$ cat src/rtl/lfsr_pkg.sv
// Shared definitions for the LFSR controller slice.
// Holds the controller state encoding, the LFSR reset/seed-substitute value,
// the feedback tap positions and the single-step function.
package lfsr_pkg;

  typedef enum logic [1:0] {
    ST_IDLE = 2'd0,
    ST_STEP = 2'd1,
    ST_RUN  = 2'd2
  } state_e;

  localparam logic [7:0] LFSR_INIT = 8'h01;

  localparam int unsigned TAP_A = 4;
  localparam int unsigned TAP_B = 3;
  localparam int unsigned TAP_C = 2;
  localparam int unsigned TAP_D = 0;

  // Right-shifting Fibonacci LFSR, feedback enters at bit 7.
  function automatic logic [7:0] lfsr_next(input logic [7:0] r);
    logic fb;
    fb = r[TAP_A] ^ r[TAP_B] ^ r[TAP_C] ^ r[TAP_D];
    return {fb, r[7:1]};
  endfunction

endpackage

$ cat src/rtl/btn_debounce.sv
// Push-button conditioner: 2-flop synchronizer, counter debounce, rising-edge
// press detector.
// Ports:
//   clk     - clock
//   rst     - synchronous active-high reset
//   raw_i   - raw asynchronous bouncing button
//   press_o - one-cycle pulse per debounced 0->1 transition
module btn_debounce
  import lfsr_pkg::*;
#(
  parameter int unsigned DEB_CYCLES = 16
) (
  input  logic clk,
  input  logic rst,
  input  logic raw_i,
  output logic press_o
);

  localparam int unsigned CW = (DEB_CYCLES > 1) ? $clog2(DEB_CYCLES) : 1;
  localparam logic [CW-1:0] CNT_LAST = CW'(DEB_CYCLES - 1);

  logic [1:0]    sync_q;
  logic          level_q, level_d;
  logic [CW-1:0] cnt_q, cnt_d;
  logic          flip;

  // Count consecutive cycles of disagreement; any agreement clears the count.
  // The level flips on the DEB_CYCLES-th disagreeing cycle.
  always_comb begin
    level_d = level_q;
    cnt_d   = '0;
    flip    = 1'b0;
    if (sync_q[1] != level_q) begin
      if (cnt_q == CNT_LAST) begin
        flip    = 1'b1;
        level_d = sync_q[1];
      end else begin
        cnt_d = cnt_q + 1'b1;
      end
    end
  end

  // Press is flagged in the same cycle the level is committed to 1.
  assign press_o = flip & sync_q[1];

  always_ff @(posedge clk) begin
    if (rst) begin
      sync_q  <= '0;
      level_q <= 1'b0;
      cnt_q   <= '0;
    end else begin
      sync_q  <= {sync_q[0], raw_i};
      level_q <= level_d;
      cnt_q   <= cnt_d;
    end
  end

endmodule

$ cat src/rtl/lfsr_ctrl.sv
// Button-driven 8-bit LFSR controller: single step per press, or free-running
// auto mode toggled by a press; seed load has priority over stepping.
// Ports:
//   clk        - clock
//   rst        - synchronous active-high reset
//   bot        - raw bouncing push-button
//   auto_en    - 0: step per press, 1: press toggles free-run
//   load, seed - one-cycle seed load (seed 0 substituted by 8'h01)
//   result     - current LFSR state
//   step_pulse - high in the cycle result shows a freshly stepped value
//   running    - high while in free-run
module lfsr_ctrl
  import lfsr_pkg::*;
#(
  parameter int unsigned DEB_CYCLES  = 16,
  parameter int unsigned AUTO_PERIOD = 1000
) (
  input  logic       clk,
  input  logic       rst,
  input  logic       bot,
  input  logic       auto_en,
  input  logic       load,
  input  logic [7:0] seed,
  output logic [7:0] result,
  output logic       step_pulse,
  output logic       running
);

  localparam logic [15:0] PER_LAST = 16'(AUTO_PERIOD - 1);

  state_e      state_q, state_d;
  logic [7:0]  lfsr_q, lfsr_d;
  logic [15:0] per_q, per_d;
  logic        step_q, step_d;
  logic        do_step;
  logic        press;

  btn_debounce #(
    .DEB_CYCLES(DEB_CYCLES)
  ) u_deb (
    .clk    (clk),
    .rst    (rst),
    .raw_i  (bot),
    .press_o(press)
  );

  // A manual press steps on the IDLE->STEP edge so the new value and the
  // pulse both appear in STEP, one cycle after the press.
  always_comb begin
    state_d = state_q;
    per_d   = per_q;
    lfsr_d  = lfsr_q;
    step_d  = 1'b0;
    do_step = 1'b0;
    unique case (state_q)
      ST_IDLE: begin
        if (press) begin
          if (auto_en) begin
            state_d = ST_RUN;
            per_d   = '0;
          end else begin
            state_d = ST_STEP;
            do_step = 1'b1;
          end
        end
      end
      ST_STEP: state_d = ST_IDLE;
      ST_RUN: begin
        if (press || !auto_en) begin
          state_d = ST_IDLE;
        end else if (per_q == PER_LAST) begin
          per_d   = '0;
          do_step = 1'b1;
        end else begin
          per_d = per_q + 16'd1;
        end
      end
      default: state_d = ST_IDLE;
    endcase

    // Load overrides both the step and any state change in the same cycle.
    if (load) begin
      lfsr_d  = (seed == '0) ? LFSR_INIT : seed;
      state_d = state_q;
    end else if (do_step) begin
      lfsr_d = lfsr_next(lfsr_q);
      step_d = 1'b1;
    end
  end

  always_ff @(posedge clk) begin
    if (rst) begin
      state_q <= ST_IDLE;
      lfsr_q  <= LFSR_INIT;
      per_q   <= '0;
      step_q  <= 1'b0;
    end else begin
      state_q <= state_d;
      lfsr_q  <= lfsr_d;
      per_q   <= per_d;
      step_q  <= step_d;
    end
  end

  assign result     = lfsr_q;
  assign step_pulse = step_q;
  assign running    = (state_q == ST_RUN);

endmodule

$ cat config.mk
export PLATFORM = sky130hd
export DESIGN_NAME = lfsr_ctrl
export DESIGN_NICKNAME = d
export VERILOG_FILES = /design/src/rtl/lfsr_pkg.sv /design/src/rtl/btn_debounce.sv /design/src/rtl/lfsr_ctrl.sv
export SDC_FILE = /design/constraint.sdc
export NUM_CORES = 1
export LEC_CHECK = 0
export ABC_AREA = 1
export BUFFER_PORTS_ARGS = -buffer_cell sky130_fd_sc_hd__buf_2
export CORE_MARGIN = 2
export CORE_UTILIZATION = 41
export DETAILED_ROUTE_END_ITERATION = 6
export GPL_ROUTABILITY_DRIVEN = 0
export HOLD_SLACK_MARGIN = 0.08
export PLACE_DENSITY_LB_ADDON = 0.25
export SETUP_SLACK_MARGIN = 0.5
export SLEW_MARGIN = 0
export SYNTH_ARGS = -nofsm -noshare
export SYNTH_HDL_FRONTEND = slang
export SYNTH_SLANG_ARGS = --single-unit
$ cat constraint.sdc
create_clock -name clk -period 2.2 [get_ports clk]
set_clock_uncertainty 0.1 [all_clocks]
set_input_delay 0.44 -clock clk [delete_from_list [all_inputs] [get_ports clk]]
set_output_delay 0.44 -clock clk [all_outputs]
set_load 0.03 [all_outputs]
; Yosys cells after proc, flatten, opt, wreduce, memory -nomap -nowiden
; Index checks and enable logic that the tools add are counted.
[totals]
reg_bits = 34
out_inout_bits = 10
word_cells = 54
[op_classes]
n_mux = 20
n_eq_ne = 8
addsub = 2
n_reduce_logical = 11
bitwise_logic = 6
[ops]
columns = operator, n
row1 = $mux W16, 4
row2 = $pmux W16 S2, 1
row3 = $mux W8, 3
row4 = $add A16 B1 Y16 const B, 1
row5 = $eq A16 B10 Y1 const B, 1
row6 = $logic_not A8 Y1, 1
row7 = $mux W1, 7
row8 = $mux W2, 3
row9 = $ne A2 B2 Y1 const B, 3
row10 = $add A4 B1 Y4 const B, 1
row11 = $eq A4 B4 Y1 const B, 1
row12 = $pmux W2 S2, 1
row13 = $reduce_and A4 Y1, 1
row14 = $reduce_bool A2 Y1, 2
row15 = $reduce_and A3 Y1, 1
row16 = $reduce_or A3 Y1, 1
row17 = $xor A1 B1 Y1, 3
row18 = $eq A2 B2 Y1 const B, 1
row19 = $logic_not A2 Y1, 1
row20 = $ne A2 B1 Y1 const B, 1
row21 = $not A1 Y1, 2
row22 = $pmux W1 S2, 1
row23 = $reduce_and A2 Y1, 1
row24 = $reduce_or A2 Y1, 1
row25 = 4 further kinds, 4

; Depth between registers and ports, before layout
; Gate-level depths: netlist of run 1.
[depth]
ltp_word = 9
mapped_depth = 12
depth_no_buf = 12

; Hierarchy
; From an unflattened synthesis of run 1, not the netlist that was laid out.
[unflattened]
cells_unflattened = 284
hier_area_um2 = 1899.3
[modules_own_cells]
columns = module, cells_each, seq_area_each_um2, area_per_inst_um2, n_inst
row1 = lfsr_ctrl, 248, 540.5, 1624.1, 1
row2 = btn_debounce, 36, 140.1, 275.3, 1

; Worst setup path before layout of run 1
; No wires, ideal clock.
[synth_path]
path_type = register -> register
from = reg per_q[0]
to = reg lfsr_q[3], in the netlist result[3]
required_time_ns = 1.986
path_stages_with_launch = 12
setup_ns = 0.114
period_less_slack_ns = 1.577
setup_slack_ns = 0.623
t_arrival_ns = 1.364
path_cell_list = dfxtp_1 -> ha_1 -> nand2_2 -> inv_1 -> nand2_1 -> nor2_2 -> nand3_2 -> nand3_2 -> buf_6 -> nand2_1 -> nand2_1 -> nor2_1
[synth_between]
elab_chain_len = 5
[synth_rtl]
columns = element, line
row1 = from (decl), lfsr_ctrl.sv:33  ; logic [15:0] per_q, per_d;
row2 = from (signal assigned), lfsr_ctrl.sv:100  ; per_q <= per_d;
row3 = $eq A16 B10 Y1, lfsr_ctrl.sv:71  ; end else if (per_q == PER_LAST) begin
row4 = $mux W1, lfsr_ctrl.sv:71
row5 = $mux W1, lfsr_ctrl.sv:69  ; if (press || !auto_en) begin
row6 = $pmux W1 S2, lfsr_ctrl.sv:55  ; unique case (state_q)
row7 = $reduce_bool A2 Y1 (no source line), -
row8 = to (signal assigned), lfsr_ctrl.sv:99  ; lfsr_q <= lfsr_d;
row9 = to (decl), lfsr_ctrl.sv:32  ; logic [7:0] lfsr_q, lfsr_d;
; Every way passes these cells.
; A chain may end at the register's enable or synchronous reset.

; Final worst setup path of run 1
[layout_path]
from = reg state_q[1]
to = out running
[layout_between]
elab_chain_len = 1
[layout_rtl]
columns = element, line
row1 = from (decl), lfsr_ctrl.sv:31  ; state_e state_q, state_d;
row2 = from (signal assigned), lfsr_ctrl.sv:98  ; state_q <= state_d;
row3 = $eq A2 B2 Y1, lfsr_ctrl.sv:107  ; assign running = (state_q == ST_RUN);
row4 = to (decl), lfsr_ctrl.sv:26  ; output logic running
; Every way passes these cells.

==> metrics.md, run 1 <==
| Metric | Value |
|---|---|
| Fin. Hold Viols | 0 |
| Finished Cell Area | 2375 sq um |
| Tmin final | 1.623 ns |
| Io pins | 23 |
| F_max | 616.3 MHz |
| Power Density | 506.2 nW/um^2 |
| Hold/Removal Path Class | in -> reg |
| CP max stage cell | dfxtp_1 |
| Hpwl dp | 3209 microns |
| Crit path DAT | 1.08 ns |
| RSZ-0062 raised after global routing | yes |
| Pre-antenna DRT Iters | 5 |
| Largest family of logic cells by synthesized area | simple AND/OR/NAND/NOR gates |
| Hold buffer count at cts | 0 |
| Die Width | 73.40 microns |
| Area grow syn2layout | 20.28% |
| Setup CP Type | reg -> out |
| Compound-Gate Fraction of Synth Area | 7.161% |
| H-tree levels | 2 |
| Gr ovfl total | 0 |
| Fin util | 50.61% |
| Number of DRC markers in iteration 0 | 106 |
| Post-DRT Antenna Nets | 0 |
| Core box area | 4692 sq um |
| Commonest non-fill, non-tap cell in the layout | nand2_1 |
| Via-to-Cell Ratio | 4.886 |
| Final WL | 4483 microns |
| R2R Setup Slk | 0.61 ns |
| Die H | 73.40 microns |
| Worst-path clk slew | 0.06 ns |
| Initial Util | 42.08% |
| Register area share after synthesis | 34.47% |
| Dpl ws | 0.2736 ns |
| Setup_tns | 0 ns |
| Worst-Margin Slew | 0.3755 ns |
| Simple-gate share of the synthesized area | 44.55% |
| DIE AREA | 5387 sq um |
| Crit Path Max Fanout | 6 |
| Global-route wire length before repair | 7314 microns |
| Final setup violation count | 0 |
| Cell count after synthesis | 309 |
| Clk root buf | clkbuf_8 |
| Synth unique cells | 29 |
| Worst EP required | 1.66 ns |
| Slew HR | 74.87% |
| Largest net degree at the start of global routing | 16 |
| Post-Syn Area | 1974 sq um |
| Leak | 1.039 nW |
| Ant diodes | 0 |
| Syn nets | 324 |
| Row cnt | 25 |
| XOR/XNOR Fraction of Synth Area | 1.331% |
| Fin crit share | 73.76% |
| IO buf count | 22 |
| Max-cap violations | 0 |
| Most frequent cells in the layout | nand2_1 (72), nor2_1 (59), inv_1 (37), dfxtp_1 (30), buf_2 (22) |
| Setup ws final | 0.5773 ns |
| Vias in the first global route | 1,661 |
| Initial antenna violation count | 0 |
| Max clock buf depth | 2 |
| Post-layout nets | 357 |
| Vias post-DR | 1,935 |
| Worst setup EP type | output pin |
| Crit path cell chain | inv_2 -> nor2_4 -> buf_2 |
| Mux cell area share after synthesis | 0.5070% |
| Flop and latch count out of synthesis | 34 |
| Residual DRC | 0 |
| CP startpoint | state_q[1] |
| Peak VDD IR | 0.2820 mV |
| DP Area | 2121 sq um |
| TritonCTS Sinks | 34 |
| Clk_lat worst skew | 0.28 ns |
| CP peak stage delay | 0.35 ns |
| Fill cell count | 469 |
| Nature of the critical path startpoint | register |
| Reg-to-Reg Start | per_q[8] |
| Max Slew Vio Count | 0 |
| Critical hold path startpoint | bot |
| GRT Total Usage | 17.60% |
| Fraction of layout instances using a drive strength above 1 | 22.81% |
| Routed WL per cell | 11.32 microns |
| Post-Synth Adder-Cell Area | 1.267% |
| Avg Cell Area, Syn | 6.390 sq um |
| YS warnings | 0 |
| Number of buffers created by CTS | 5 |
| Outcome | completed |
| CTS tree | done |
-- sequential cells by signal (all words and copies together) (netlist names) --
register,flops
result,8
step_pulse,1
u_deb.sync_q,2
u_deb.level_q,1
state_q,2
u_deb.cnt_q,4
per_q,16
-- layer usage --
| layer | share of wire (%) | vias to the layer above | track usage (%) |
|---|---|---|---|
| met5 | 0 | - | 0 |
| met4 | 2.0 | 0 | 7.879 |
| met3 | 6.5 | 8 | 4.801 |
| met2 | 43 | 54 | 25.53 |
| met1 | 48 | 838 | 24.31 |
| li1 | - | 1035 | - |
-- cell usage after synthesis --
| cell | count | area, sq um |
|---|---|---|
| nor2_2 | 2 | 12.51 |
| clkinv_1 | 2 | 7.510 |
| or2_2 | 2 | 12.51 |
| inv_1 | 38 | 142.6 |
| o21a_1 | 1 | 7.510 |
| a21oi_1 | 15 | 75.07 |
| ha_1 | 2 | 25.02 |
| nor3_1 | 10 | 50.05 |
| nand4_2 | 1 | 12.51 |
| nor2_1 | 62 | 232.7 |
| o211ai_1 | 1 | 7.510 |
| buf_6 | 4 | 45.04 |
| nor3b_1 | 1 | 7.510 |
| nand2_1 | 78 | 292.8 |
| inv_2 | 2 | 7.510 |
| a21o_1 | 1 | 7.510 |
| xnor2_1 | 2 | 17.52 |
| clkbuf_1 | 1 | 3.750 |
| nand3_2 | 3 | 30.03 |
| o21ai_0 | 7 | 35.03 |
| mux2i_1 | 1 | 10.01 |
| dfxtp_1 | 34 | 680.7 |
| a21oi_2 | 1 | 8.760 |
| buf_2 | 1 | 5.000 |
| xor2_1 | 1 | 8.760 |
| nor2_4 | 4 | 45.04 |
| nand4_1 | 11 | 68.82 |
| nand3_1 | 13 | 65.06 |
| nand2_2 | 8 | 50.05 |
-- cell families (layout without fill, tap and decap cells) --
logic type / after synthesis / after routing
XOR/XNOR: 3 / 3
adder cells (fa/ha/maj): 2 / 2
flip-flops: 34 / 34
AND/OR/NAND/NOR: 195 / 196
multiplexers: 1 / 1
AO/OA/AOI/OAI: 26 / 26
buffers and inverters: 48 / 80
-- power by group --
part | switching (W) | internal [W] | total [W]
registers | 0.0000108 | 0.000628 | 0.000639
clock network | 0.000216 | 0.000218 | 0.000433
logic | 0.0000813 | 0.0000488 | 0.000130
total | 0.000308 | 0.000894 | 0.00120
-- final timing paths --
check | to | cells after the start
max | running | 3
min | u_deb.sync_q[0] | 3
max reg2reg | per_q[3] | 10
min reg2reg | u_deb.sync_q[1] | 2
-- final cells by class --
type                            count  area, sq um  share of cell area (%)
Clock buffer                        7        76.32                   3.214
Sequential cell                    34        688.2                   28.98
Tap cell                           54        67.56                   2.845
Timing Repair Buffer               31        188.9                   7.956
Multi-Input combinational cell    228         1195                   50.32
Inverter                           42        158.9                   6.691
-- per-stage QoR --
step / hold WS (ns) / power [W] / instances
2_1_floorplan: 0.2883 / 0.0007396 / 309
3_3_place_gp: 0.3109 / 0.0007735 / 382
3_5_place_dp: 0.3161 / 0.0007745 / 382
4_1_cts: 0.2504 / 0.001210 / 393
5_1_grt: 0.2788 / 0.001257 / 396
6_report: 0.2568 / 0.001202 / 396
-- worst max-delay path: cells and delay by family (launching register included) --
family                 cells  cell delay (ns)
DFF                        1             0.35
buffers and inverters      2             0.29
and+or+nand+nor            1             0.16
-- timing repair --
action	CTS	global route
endpoints found under the setup margin	23	24
buffers inserted	3	3
gates resized for setup	13	19
gates cloned	1	0
pin swaps	3	5
Power figures use the tool's default switching activity.
==> run 2: changes to the inputs <==
- ABC_AREA: 1 -> 0
- clock period: 2.2 -> 1.4 ns (I/O delays scaled with it)
==> run 2 against run 1 <==
The flow now finishes with violations (negative setup slack). First-iteration DRC count fell by 1.9%. Register-to-register slack got worse by 1.1 ns. Highest routed layer unchanged. Via count down 3.3%. Critical endpoint is now result[1]. Sequential power up 58%. Final cell count shrank 12%.
==> metrics.md, run 2 <==
| Metric | Value |
|---|---|
| Synth top area share | 38.72% (+4.2 points) |
| Initial antenna violation count | 0 (unchanged) |
| Area leader, netlist | dfxtp_1 |
| Hold buffer count at cts | 0 (unchanged) |
| Post-Syn Area | 1758 sq um (-11%) |
| Outcome | finished, violations left |
| Setup CP Type | reg -> reg |
| Die H | 69.48 microns (-5.3%) |
| Worst-path clk slew | 0.07 ns (about the same) |
| Clk_lat worst skew | 0.30 ns (+0.02 ns) |
| Crit Path Max Fanout | 8 (+2) |
| Routed WL per cell | 15.31 microns (+35%) |
| Worst-Margin Slew | 0.4941 ns (+0.1185 ns) |
| Most common cell in the synthesized netlist | dfxtp_1 |
| Residual DRC | 0 (unchanged) |
| TritonCTS Sinks | 34 (unchanged) |
| Reg-to-Reg Start | state_q[0] |
| FF-to-FF End | result[1] |
| Leak | 1.171 nW (+13%) |
| Synth unique cells | 52 (+79%) |
| Power Density | 692.0 nW/um^2 (+37%) |
| CTS tree | done |
| Io pins | 23 (unchanged) |
| Worst setup EP type | register |
| Number of buffers created by CTS | 5 (unchanged) |
| Max clock buf depth | 2 (unchanged) |
| Cell count after synthesis | 201 (-35%) |
| Flop and latch count out of synthesis | 34 (unchanged) |
| Final non-filler cell total | 347 (-12%) |
| Hold/Removal Path Class | in -> reg |
| Max Slew Vio Count | 0 (unchanged) |
| Vias in the first global route | 1,805 (+8.7%) |
| Via-to-Cell Ratio | 5.392 (+10%) |
| Violated checks | negative setup slack |
| Ant diodes | 0 (unchanged) |
| Synth top area cells | dfxtp_1 (39%), xnor2_1 (5.0%), nor2_1 (4.5%) |
| RSZ-0062 raised after global routing | yes |
| Avg Cell Area, Syn | 8.746 sq um (+37%) |
| Hpwl dp | 3207 microns (about the same) |
| Fill cell count | 274 (-42%) |
| IO buf count | 22 (unchanged) |
| Post-synth EDFFs | 0 (unchanged) |
| Placed Cells | 315 (-18%) |
| Pre-antenna DRT Iters | 4 (-1) |
| Register-to-Register Path Depth | 5 (-5) |
| GRT Total Usage | 20.31% (+2.7 points) |
| Fin crit share | 133.5% |
| Clk root buf | clkbuf_8 |
| Syn nets | 216 (-33%) |
| Most frequent cells in the layout | buf_4 (61), buf_6 (21), nor2_1 (19), dfxtp_1 (19), dfxtp_2 (13) |
| Peak VDD IR | 0.6988 mV (+150%) |
| Nature of the critical path startpoint | register |
| Gr ovfl total | 0 (unchanged) |
| Register area share after synthesis | 38.72% (+4.2 points) |
| Hold_ws | 0.1042 ns (-0.1526 ns) |
| Top reg by flops | per_q |
| Post-layout nets | 311 (-13%) |
| Number of DRC markers in iteration 0 | 104 (-1.9%) |
| Commonest non-fill, non-tap cell in the layout | buf_4 |
| YS warnings | 0 (unchanged) |
| DP Area | 2344 sq um (+11%) |
| F_max | 535.2 MHz |
| Finished Cell Area | 2953 sq um (+24%) |
| Vias post-DR | 1,871 (-3.3%) |
| Final WL | 5314 microns (+19%) |
| Fin. Hold Viols | 0 (unchanged) |
| Max reg flops | 16 (unchanged) |
| Post-DRT Antenna Nets | 0 (unchanged) |
| Commonest cells post-synth | dfxtp_1 (34), nor2_1 (21), nand2_1 (17) |
| Multi-input gate area | 1252 sq um (+4.8%) |
| Top FF cell, synth | dfxtp_1 |
| Sequential Area | 704.4 sq um (+2.4%) |
| Tmin final | 1.869 ns |
| Initial Util | 43.32% (+1.2 points) |
| Dpl ws | -0.5028 ns (-0.7764 ns) |
| Die Width | 69.48 microns (-5.3%) |
| Area grow syn2layout | 67.97% |
| Max-cap violations | 0 (unchanged) |
| CP startpoint | state_q[0] |
| Slew HR | 67.06% (-7.8 points) |
| Row cnt | 23 (-8.0%) |
| CP Capture Point | result[1] |
| DIE AREA | 4827 sq um (-10%) |
| Final setup violation count | 30 (+30) |
| Setup ws final | -0.4686 ns (-1.046 ns) |
| Core box area | 4058 sq um (-14%) |
| Global-route wire length before repair | 7907 microns (+8.1%) |
| Fraction of layout instances using a drive strength above 1 | 57.24% (+34 points) |
| FFs w/ async S/R, synth | 0% (unchanged) |
| H-tree levels | 2 (unchanged) |
| Largest net degree at the start of global routing | 21 (+5) |
| R2R Setup Slk | -0.47 ns (-1.08 ns) |
| Crit path DAT | 1.97 ns (+0.89 ns) |
| Worst EP required | 1.51 ns (-0.15 ns) |
[run 2: worst min-delay path by stage]
stage	startpoint	to	slack (ns)	depth (start not counted)
after floorplan	bot	u_deb.sync_q[0]	0.31	1
after global placement	u_deb.sync_q[0]	u_deb.sync_q[1]	0.34	1
after detailed placement	u_deb.sync_q[0]	u_deb.sync_q[1]	0.33	1
after CTS	bot	u_deb.sync_q[0]	0.11	2
after global routing	bot	u_deb.sync_q[0]	0.1	2
final	bot	u_deb.sync_q[0]	0.10	2
[run 2: repair_timing]
action | in CTS | in global routing
resized for setup | 45 | 44
setup buffers | 12 | 11
pin swaps | 8 | 19
endpoints found under the hold margin | 0 | 0
setup endpoints to repair | 42 | 42
gates cloned | 0 | 1
[run 2: cells by family after synthesis]
family | count (synthesis) | synth area share [%]
fa+ha+maj | 2 | 1.423
simple gates | 82 | 26.55
buf+inv | 18 | 4.555
flops | 34 | 38.72
xor+xnor | 15 | 7.473
compound gates | 49 | 20.71
mux | 1 | 0.5694
[run 2: cell type report]
| class | instances | share of cell area (%) |
|---|---|---|
| Clock buffer | 7 | 2.924 |
| Clock inverter | 1 | 0.1695 |
| Inverter | 10 | 1.441 |
| Multi-Input combinational cell | 149 | 42.42 |
| Sequential cell | 34 | 23.86 |
| Tap cell | 50 | 2.119 |
| Timing Repair Buffer | 96 | 27.08 |
[run 2: critical path: stages, from the launching register on]
cell,delay [ns]
dfxtp_2,0.33
or2_1,0.23
or4_4,0.53
a21bo_4,0.28
nand2_1,0.10
a221oi_2,0.21
[run 2: power by group]
part	switching, W	internal [W]
Combinational	0.000135	0.000130
Clock	0.000375	0.000397
Sequential	0.0000206	0.000987
Total	0.000530	0.00151
[run 2: metrics by stage]
stage,TNS [ns],total power (W),util [%]
final,-10.72,0.002043,72.77
after global routing,-12.68,0.002122,72.77
after CTS,-10.26,0.001994,65.71
after detailed placement,-11.01,0.001194,57.76
after global placement,-10.06,0.001192,57.76
after floorplan,-7.456,0.001125,-
[run 2: metal layers]
| metal | share of wire, % | routed length (microns) | GRT usage [%] |
|---|---|---|---|
| met2 | 54 | 2843 | 36.00 |
| met1 | 42 | 2215 | 23.60 |
| met4 | 1.7 | 92 | 8.932 |
| met5 | 0 | 0 | 0 |
| met3 | 3.1 | 163 | 3.924 |
